`src/rtl/button_pkg.sv`:
```
// Shared polarity constants and timer sizing helper for the button event counter.
package button_pkg;

   localparam logic BUTTON_PRESSED  = 1'b1;
   localparam logic BUTTON_RELEASED = 1'b0;

   function automatic int clog2_plus1(input int max_value);
      return $clog2(max_value + 1);
   endfunction

endpackage

```
`src/rtl/button_debounce_channel.sv`:
```
// One button channel: 2-flop synchroniser, debounce, long-press detection and event pulses.
// Auto-repeat is compiled in only when BUTTON_EVENT_COUNTER_AUTOREPEAT_EN is defined.
module button_debounce_channel
   import button_pkg::*;
#(
   parameter int DEBOUNCE_CLOCK_PERIODS   = 1678,
   parameter int LONG_PRESS_CLOCK_PERIODS = 1600000,
   parameter int REPEAT_CLOCK_PERIODS     = 400000,
   parameter int ACTIVE_LOW               = 0
) (
   input  logic clock,
   input  logic reset,
   input  logic button_raw,
   output logic button_state,
   output logic went_active,
   output logic went_inactive,
   output logic long_press
);

   localparam int DW = clog2_plus1(DEBOUNCE_CLOCK_PERIODS);
   localparam int HW = clog2_plus1(LONG_PRESS_CLOCK_PERIODS);
   localparam logic [DW-1:0] DEB_LAST  = DW'(DEBOUNCE_CLOCK_PERIODS - 1);
   localparam logic [HW-1:0] HOLD_MAX  = HW'(LONG_PRESS_CLOCK_PERIODS);
   localparam logic [HW-1:0] HOLD_LAST = HW'(LONG_PRESS_CLOCK_PERIODS - 1);

   if (DEBOUNCE_CLOCK_PERIODS < 2 || LONG_PRESS_CLOCK_PERIODS < 2 || REPEAT_CLOCK_PERIODS < 2) begin : g_bad_params
      $error("button_debounce_channel: timer parameters must be >= 2");
   end

   logic          raw_level;
   logic          sync_a;
   logic          sync_b;
   logic [DW-1:0] deb_timer;
   logic [HW-1:0] hold_timer;
   logic          accept;
   logic          hold_done;
   logic          rep_fire;

   assign raw_level = (ACTIVE_LOW != 0) ? ~button_raw : button_raw;
   assign accept    = (sync_b != button_state) && (deb_timer == DEB_LAST);
   assign hold_done = (button_state == BUTTON_PRESSED) && (hold_timer == HOLD_MAX);

   always_ff @(posedge clock or posedge reset) begin
      if (reset) begin
         sync_a        <= 1'b0;
         sync_b        <= 1'b0;
         deb_timer     <= '0;
         button_state  <= BUTTON_RELEASED;
         went_active   <= 1'b0;
         went_inactive <= 1'b0;
      end else begin
         sync_a <= raw_level;
         sync_b <= sync_a;
         if (sync_b == button_state || accept)
            deb_timer <= '0;
         else
            deb_timer <= deb_timer + 1'b1;
         if (accept)
            button_state <= ~button_state;
         // a repeat coinciding with an accepted release is dropped
         went_active   <= (accept && button_state == BUTTON_RELEASED) || (rep_fire && !accept);
         went_inactive <= accept && button_state == BUTTON_PRESSED;
      end
   end

   always_ff @(posedge clock or posedge reset) begin
      if (reset) begin
         hold_timer <= '0;
         long_press <= 1'b0;
      end else begin
         if (button_state == BUTTON_RELEASED)
            hold_timer <= '0;
         else if (!hold_done)
            hold_timer <= hold_timer + 1'b1;
         long_press <= (button_state == BUTTON_PRESSED) && (hold_timer == HOLD_LAST);
      end
   end

`ifdef BUTTON_EVENT_COUNTER_AUTOREPEAT_EN
   localparam int RW = clog2_plus1(REPEAT_CLOCK_PERIODS);
   localparam logic [RW-1:0] REP_LAST = RW'(REPEAT_CLOCK_PERIODS - 1);

   logic [RW-1:0] rep_timer;

   assign rep_fire = hold_done && (rep_timer == REP_LAST);

   always_ff @(posedge clock or posedge reset) begin
      if (reset)
         rep_timer <= '0;
      else if (!hold_done || rep_fire)
         rep_timer <= '0;
      else
         rep_timer <= rep_timer + 1'b1;
   end
`else
   assign rep_fire = 1'b0;
`endif

endmodule

```
`src/rtl/button_event_counter.sv`:
```
// NUM_BUTTONS independent debounced buttons with event pulses and wrapping press counters.
// Optional auto-repeat: define BUTTON_EVENT_COUNTER_AUTOREPEAT_EN.
module button_event_counter
   import button_pkg::*;
#(
   parameter int NUM_BUTTONS              = 2,
   parameter int DEBOUNCE_CLOCK_PERIODS   = 1678,
   parameter int LONG_PRESS_CLOCK_PERIODS = 1600000,
   parameter int REPEAT_CLOCK_PERIODS     = 400000,
   parameter int COUNT_WIDTH              = 8,
   parameter int ACTIVE_LOW               = 0
) (
   input  logic                               clock,
   input  logic                               reset,
   input  logic [NUM_BUTTONS-1:0]             button_raw,
   input  logic [NUM_BUTTONS-1:0]             count_clear,
   output logic [NUM_BUTTONS-1:0]             button_state,
   output logic [NUM_BUTTONS-1:0]             button_just_went_active,
   output logic [NUM_BUTTONS-1:0]             button_just_went_inactive,
   output logic [NUM_BUTTONS-1:0]             button_long_press,
   output logic [NUM_BUTTONS*COUNT_WIDTH-1:0] press_count
);

   for (genvar i = 0; i < NUM_BUTTONS; i++) begin : g_ch
      logic [COUNT_WIDTH-1:0] count;

      button_debounce_channel #(
         .DEBOUNCE_CLOCK_PERIODS   (DEBOUNCE_CLOCK_PERIODS),
         .LONG_PRESS_CLOCK_PERIODS (LONG_PRESS_CLOCK_PERIODS),
         .REPEAT_CLOCK_PERIODS     (REPEAT_CLOCK_PERIODS),
         .ACTIVE_LOW               (ACTIVE_LOW)
      ) u_channel (
         .clock         (clock),
         .reset         (reset),
         .button_raw    (button_raw[i]),
         .button_state  (button_state[i]),
         .went_active   (button_just_went_active[i]),
         .went_inactive (button_just_went_inactive[i]),
         .long_press    (button_long_press[i])
      );

      // counts the registered pulse, so a clear during the pulse cycle wins
      always_ff @(posedge clock or posedge reset) begin
         if (reset)
            count <= '0;
         else if (count_clear[i])
            count <= '0;
         else if (button_just_went_active[i])
            count <= count + 1'b1;
      end

      assign press_count[i*COUNT_WIDTH +: COUNT_WIDTH] = count;
   end

endmodule
```
`config.mk`:
```
export PLATFORM = sky130hd
export DESIGN_NAME = button_event_counter
export DESIGN_NICKNAME = d
export VERILOG_FILES = /design/src/rtl/button_pkg.sv /design/src/rtl/button_debounce_channel.sv /design/src/rtl/button_event_counter.sv
export SDC_FILE = /design/constraint.sdc
export NUM_CORES = 1
export LEC_CHECK = 0
export CAP_MARGIN = 25
export CORE_MARGIN = 2
export CORE_UTILIZATION = 58
export DETAILED_ROUTE_END_ITERATION = 12
export MAX_ROUTING_LAYER = met4
export PLACE_DENSITY = 0.79
export SYNTH_ARGS = -nofsm -noshare
export SYNTH_HDL_FRONTEND = slang
export SYNTH_SLANG_ARGS = --single-unit
```
`constraint.sdc`:
```
create_clock -name clock -period 3.05 [get_ports clock]
set_input_delay 0.4575 -clock clock [delete_from_list [all_inputs] [get_ports clock]]
set_output_delay 0.4575 -clock clock [all_outputs]
set_load 0.005 [all_outputs]
```
==> flow_summary.ini <==
[clock_tree]
path_clk_slew_ns = 0.09
htree_levels = 3
cts_setup_buffers = 0
clk_root_buffer_cell = sky130_fd_sc_hd__clkbuf_8
cts_hold_buffers = 0
cts-buffers-inserted = 9
post_cts.resized_instances = 0
clock_tree.buffer_depth = 2
clk_latency_worst_skew_pair_ns = 0.37
cts_num_sinks = 92
tritoncts = yes

[sta]
timing.max_slew.rel_slack = 0.5450
max_freq_mhz = 510.8
final_hold_viols = 0
final.setup.tns_ns = 0
number_of_max_slew_violations_in_the_final_report = 0
timing.clock.skew_ns = 0.007565
finalWorstPathRequiredPeriod_ns = 1.958
setup_violations = 0
worst_pin_slew_ns = 0.6817
fin_crit_sh = 0.6419
unrepaired_setup_endpoints_after_global_routing = no

[floorplan]
core_region_area_um2 = 7370
initial_utilization = 0.6058
ioPinCount = 30
die_area_um2 = 8414
height_of_the_die_um = 91.73
row_count = 31
floorplan.die.width_um = 91.73

[detailed_routing]
post_drt_wl_per_cell_um = 14.93
drt_pass1_iterations = 4
via_per_inst = 5.894
drtIter0Drc = 175
via_count = 3383
wl_um = 8571
drtAntennaViolNets = 0
drc = 0

[placed_design]
dp.final_hpwl_um = 5692
placement.io_buffers = 29
gp_congestion = 0.8377

[layout]
layout.nets = 487
final_layout_size_suffix_gt1_frac = 0.04211
insertedDiodeCount = 0
fin_util = 0.6823
synthToLayoutAreaGrowth_pct = 12.64
n_fill_cell = 571

[global_routing]
maximum_number_of_pins_on_one_net_before_global_route_repair = 93
groute.usage.overall = 0.2288
grt_first_pass_wirelength_um = 15060
antenna_found_initial = 0
grt_remaining_overflow = 0
via_count_of_the_first_global_routing_pass = 3222

[worst_setup_path]
cp_top_family = simple AND/OR/NAND/NOR gates
end_kind = flip-flop
largest_stage_delay_on_the_critical_path_ns = 0.68
worst_path_max_delay_cell = sky130_fd_sc_hd__or4_1
cp_data_required_time_ns = 3.34
cp.buffers_inverters = 0
timing.critical_path.mode_cell = sky130_fd_sc_hd__or4_1
cp-start-kind = flip-flop
crit_path_cell_trace = nand4_1 > or4_1 > or4_1 > a21oi_1
critPathKind = flip-flop to flip-flop
timing.critical_path.arrival_ns = 2.24
critical_path.max_fanout = 9

[job]
cap_viol_max_count = 0

[logic_synthesis]
avgSynthCellArea_um2 = 9.899
synth_edf_count = 0
post_synth_inst_count = 451
asyncSetResetFlopFracSynth = 1.000
synth_top_area_frac = 0.5157
synth-seq-cells = 92
cell_types_with_the_largest_area_share_after_synthesis = sky130_fd_sc_hd__dfrtp_1 52%, sky130_fd_sc_hd__xor2_1 6.5%, sky130_fd_sc_hd__nor2_1 4.5%
synth.distinct_cells = 33
netlist_area_um2 = 4464
mappedNetlistNets = 467
synth_warnings = 0
ys_dominant_reg_cell = sky130_fd_sc_hd__dfrtp_1
synth_area_leader_cell = sky130_fd_sc_hd__dfrtp_1
yosysSeqAreaShare = 0.5157

[power]
vdd_drop_max_uv = 292.7
p_per_area_nw_per_um2 = 453.3
power_leakage_nw = 1.991
totalPowerFinal_w = 0.002280

[min_path]
worst_hold_path_type = flip-flop to flip-flop

[run_status]
run_status = finished clean
==> through the flow <==
| step | worst slack (ns) | std cells | hold slack (ns) | instance area, µm² |
|---|---|---|---|---|
| final | 1.092 | 574 | 0.3580 | 5029 |
| after global routing | 0.9456 | 574 | 0.3592 | 5029 |
| after CTS | 1.107 | 574 | 0.3627 | 5029 |
| after detailed placement | 1.044 | 559 | 0.3466 | 4790 |
| after global placement | 1.098 | 559 | 0.3362 | 4790 |
| after floorplan | 0.2005 | 451 | 0.3312 | 4464 |
==> layout by cell type, fill, tap and decap left out, drive strengths merged, types with 2 or more instances in the layout <==
master,n
dfrtp,92
nor2,53
nand2,33
xor2,33
clkdlybuf4s50,29
nand4,25
a21oi,25
nand3,24
o21ai,18
or3,18
xnor2,14
nor3,13
inv,12
clkbuf,11
ha,10
o31ai,9
or4,9
and4,9
and2,4
o2111ai,4
and3,4
nor4,4
and4b,3
mux2i,3
nor4b,3
bufinv,3
nor3b,2
mux2,2
==> power by group <==
part	total (W)	switching [W]	leakage [nW]	internal [W]
Sequential	0.00124	0.0000124	1.27	0.00123
Combinational	0.0000557	0.0000389	0.604	0.0000168
Clock	0.000984	0.000421	0.116	0.000563
==> state kept, by name, indices dropped and copies added (netlist names) <==
signal and flops:
g_ch.u_channel.hold_timer 42, g_ch.u_channel.deb_timer 22, g_ch.count 16, g_ch.u_channel.button_state 2, g_ch.u_channel.long_press 2, g_ch.u_channel.sync_a 2, g_ch.u_channel.sync_b 2, g_ch.u_channel.went_active 2
g_ch.u_channel.went_inactive 2
==> Yosys cell counts, drive strengths merged, types with 10 or more instances <==
| cell | count |
|---|---|
| inv | 13 |
| o21ai | 18 |
| nand2 | 33 |
| clkbuf | 12 |
| or3 | 18 |
| xnor2 | 14 |
| nor2 | 53 |
| xor2 | 33 |
| nand4 | 25 |
| nand3 | 24 |
| dfrtp | 92 |
| a21oi | 25 |
| ha | 10 |
| nor3 | 13 |
==> final cells by class <==
class	instances	area (µm²)	area share
clock inverters	4	97.59	0.01941
flip-flops and latches	92	2302	0.4578
well taps	99	123.9	0.02463
inverters	13	50.05	0.009953
multi-input cells	325	2003	0.3984
clock buffers	11	141.4	0.02812
repair buffers	30	310.3	0.06171
==> kinds of logic (layout without fill, tap and decap cells) <==
logic type	Yosys count	after routing	share of synthesized area
and+or+nand+nor	206	206	0.2438
DFF	92	92	0.5157
AOI/OAI and AO/OA	57	57	0.07287
xor gates and xnor gates	47	47	0.09221
buffers and inverters	34	58	0.03559
adders and majority gates	10	10	0.02803
muxes	5	5	0.01177
==> worst register-to-register path: cells and delay by family, from the launching register on <==
kind             cells  cell delay, ns
AO/OA/AOI/OAI        1            0.16
flip-flops           1            0.45
AND/OR/NAND/NOR      3            1.27
==> final timing paths <==
kind | to | slack, ns | start | cells after the start
max | g_ch[1].u_channel.hold_timer[19]$_DFFE_PP0P_ | 1.09 | g_ch[1].u_channel.hold_timer[6]$_DFFE_PP0P_ | 4
min in group asynchronous | g_ch[0].u_channel.hold_timer[7]$_DFFE_PP0P_ | 0.50 | reset | 3
max in group asynchronous | g_ch[0].count[7]$_DFFE_PP0P_ | 2.18 | reset | 3
min reg2reg | g_ch[1].u_channel.sync_b$_DFF_PP0_ | 0.36 | g_ch[1].u_channel.sync_a$_DFF_PP0_ | 0
max reg2reg | g_ch[1].u_channel.hold_timer[19]$_DFFE_PP0P_ | 1.09 | g_ch[1].u_channel.hold_timer[6]$_DFFE_PP0P_ | 4
min | g_ch[1].u_channel.sync_b$_DFF_PP0_ | 0.36 | g_ch[1].u_channel.sync_a$_DFF_PP0_ | 0
==> layer usage <==
metal | vias up | wire length, µm | GRT usage
met3 | 15 | 336 | 0.04437
met2 | 72 | 4041 | 0.3554
met1 | 1664 | 4048 | 0.3039
met4 | 0 | 144 | 0.08209
met5 | - | 0 | -
li1 | 1632 | - | -
Power figures use the tool's default switching activity.
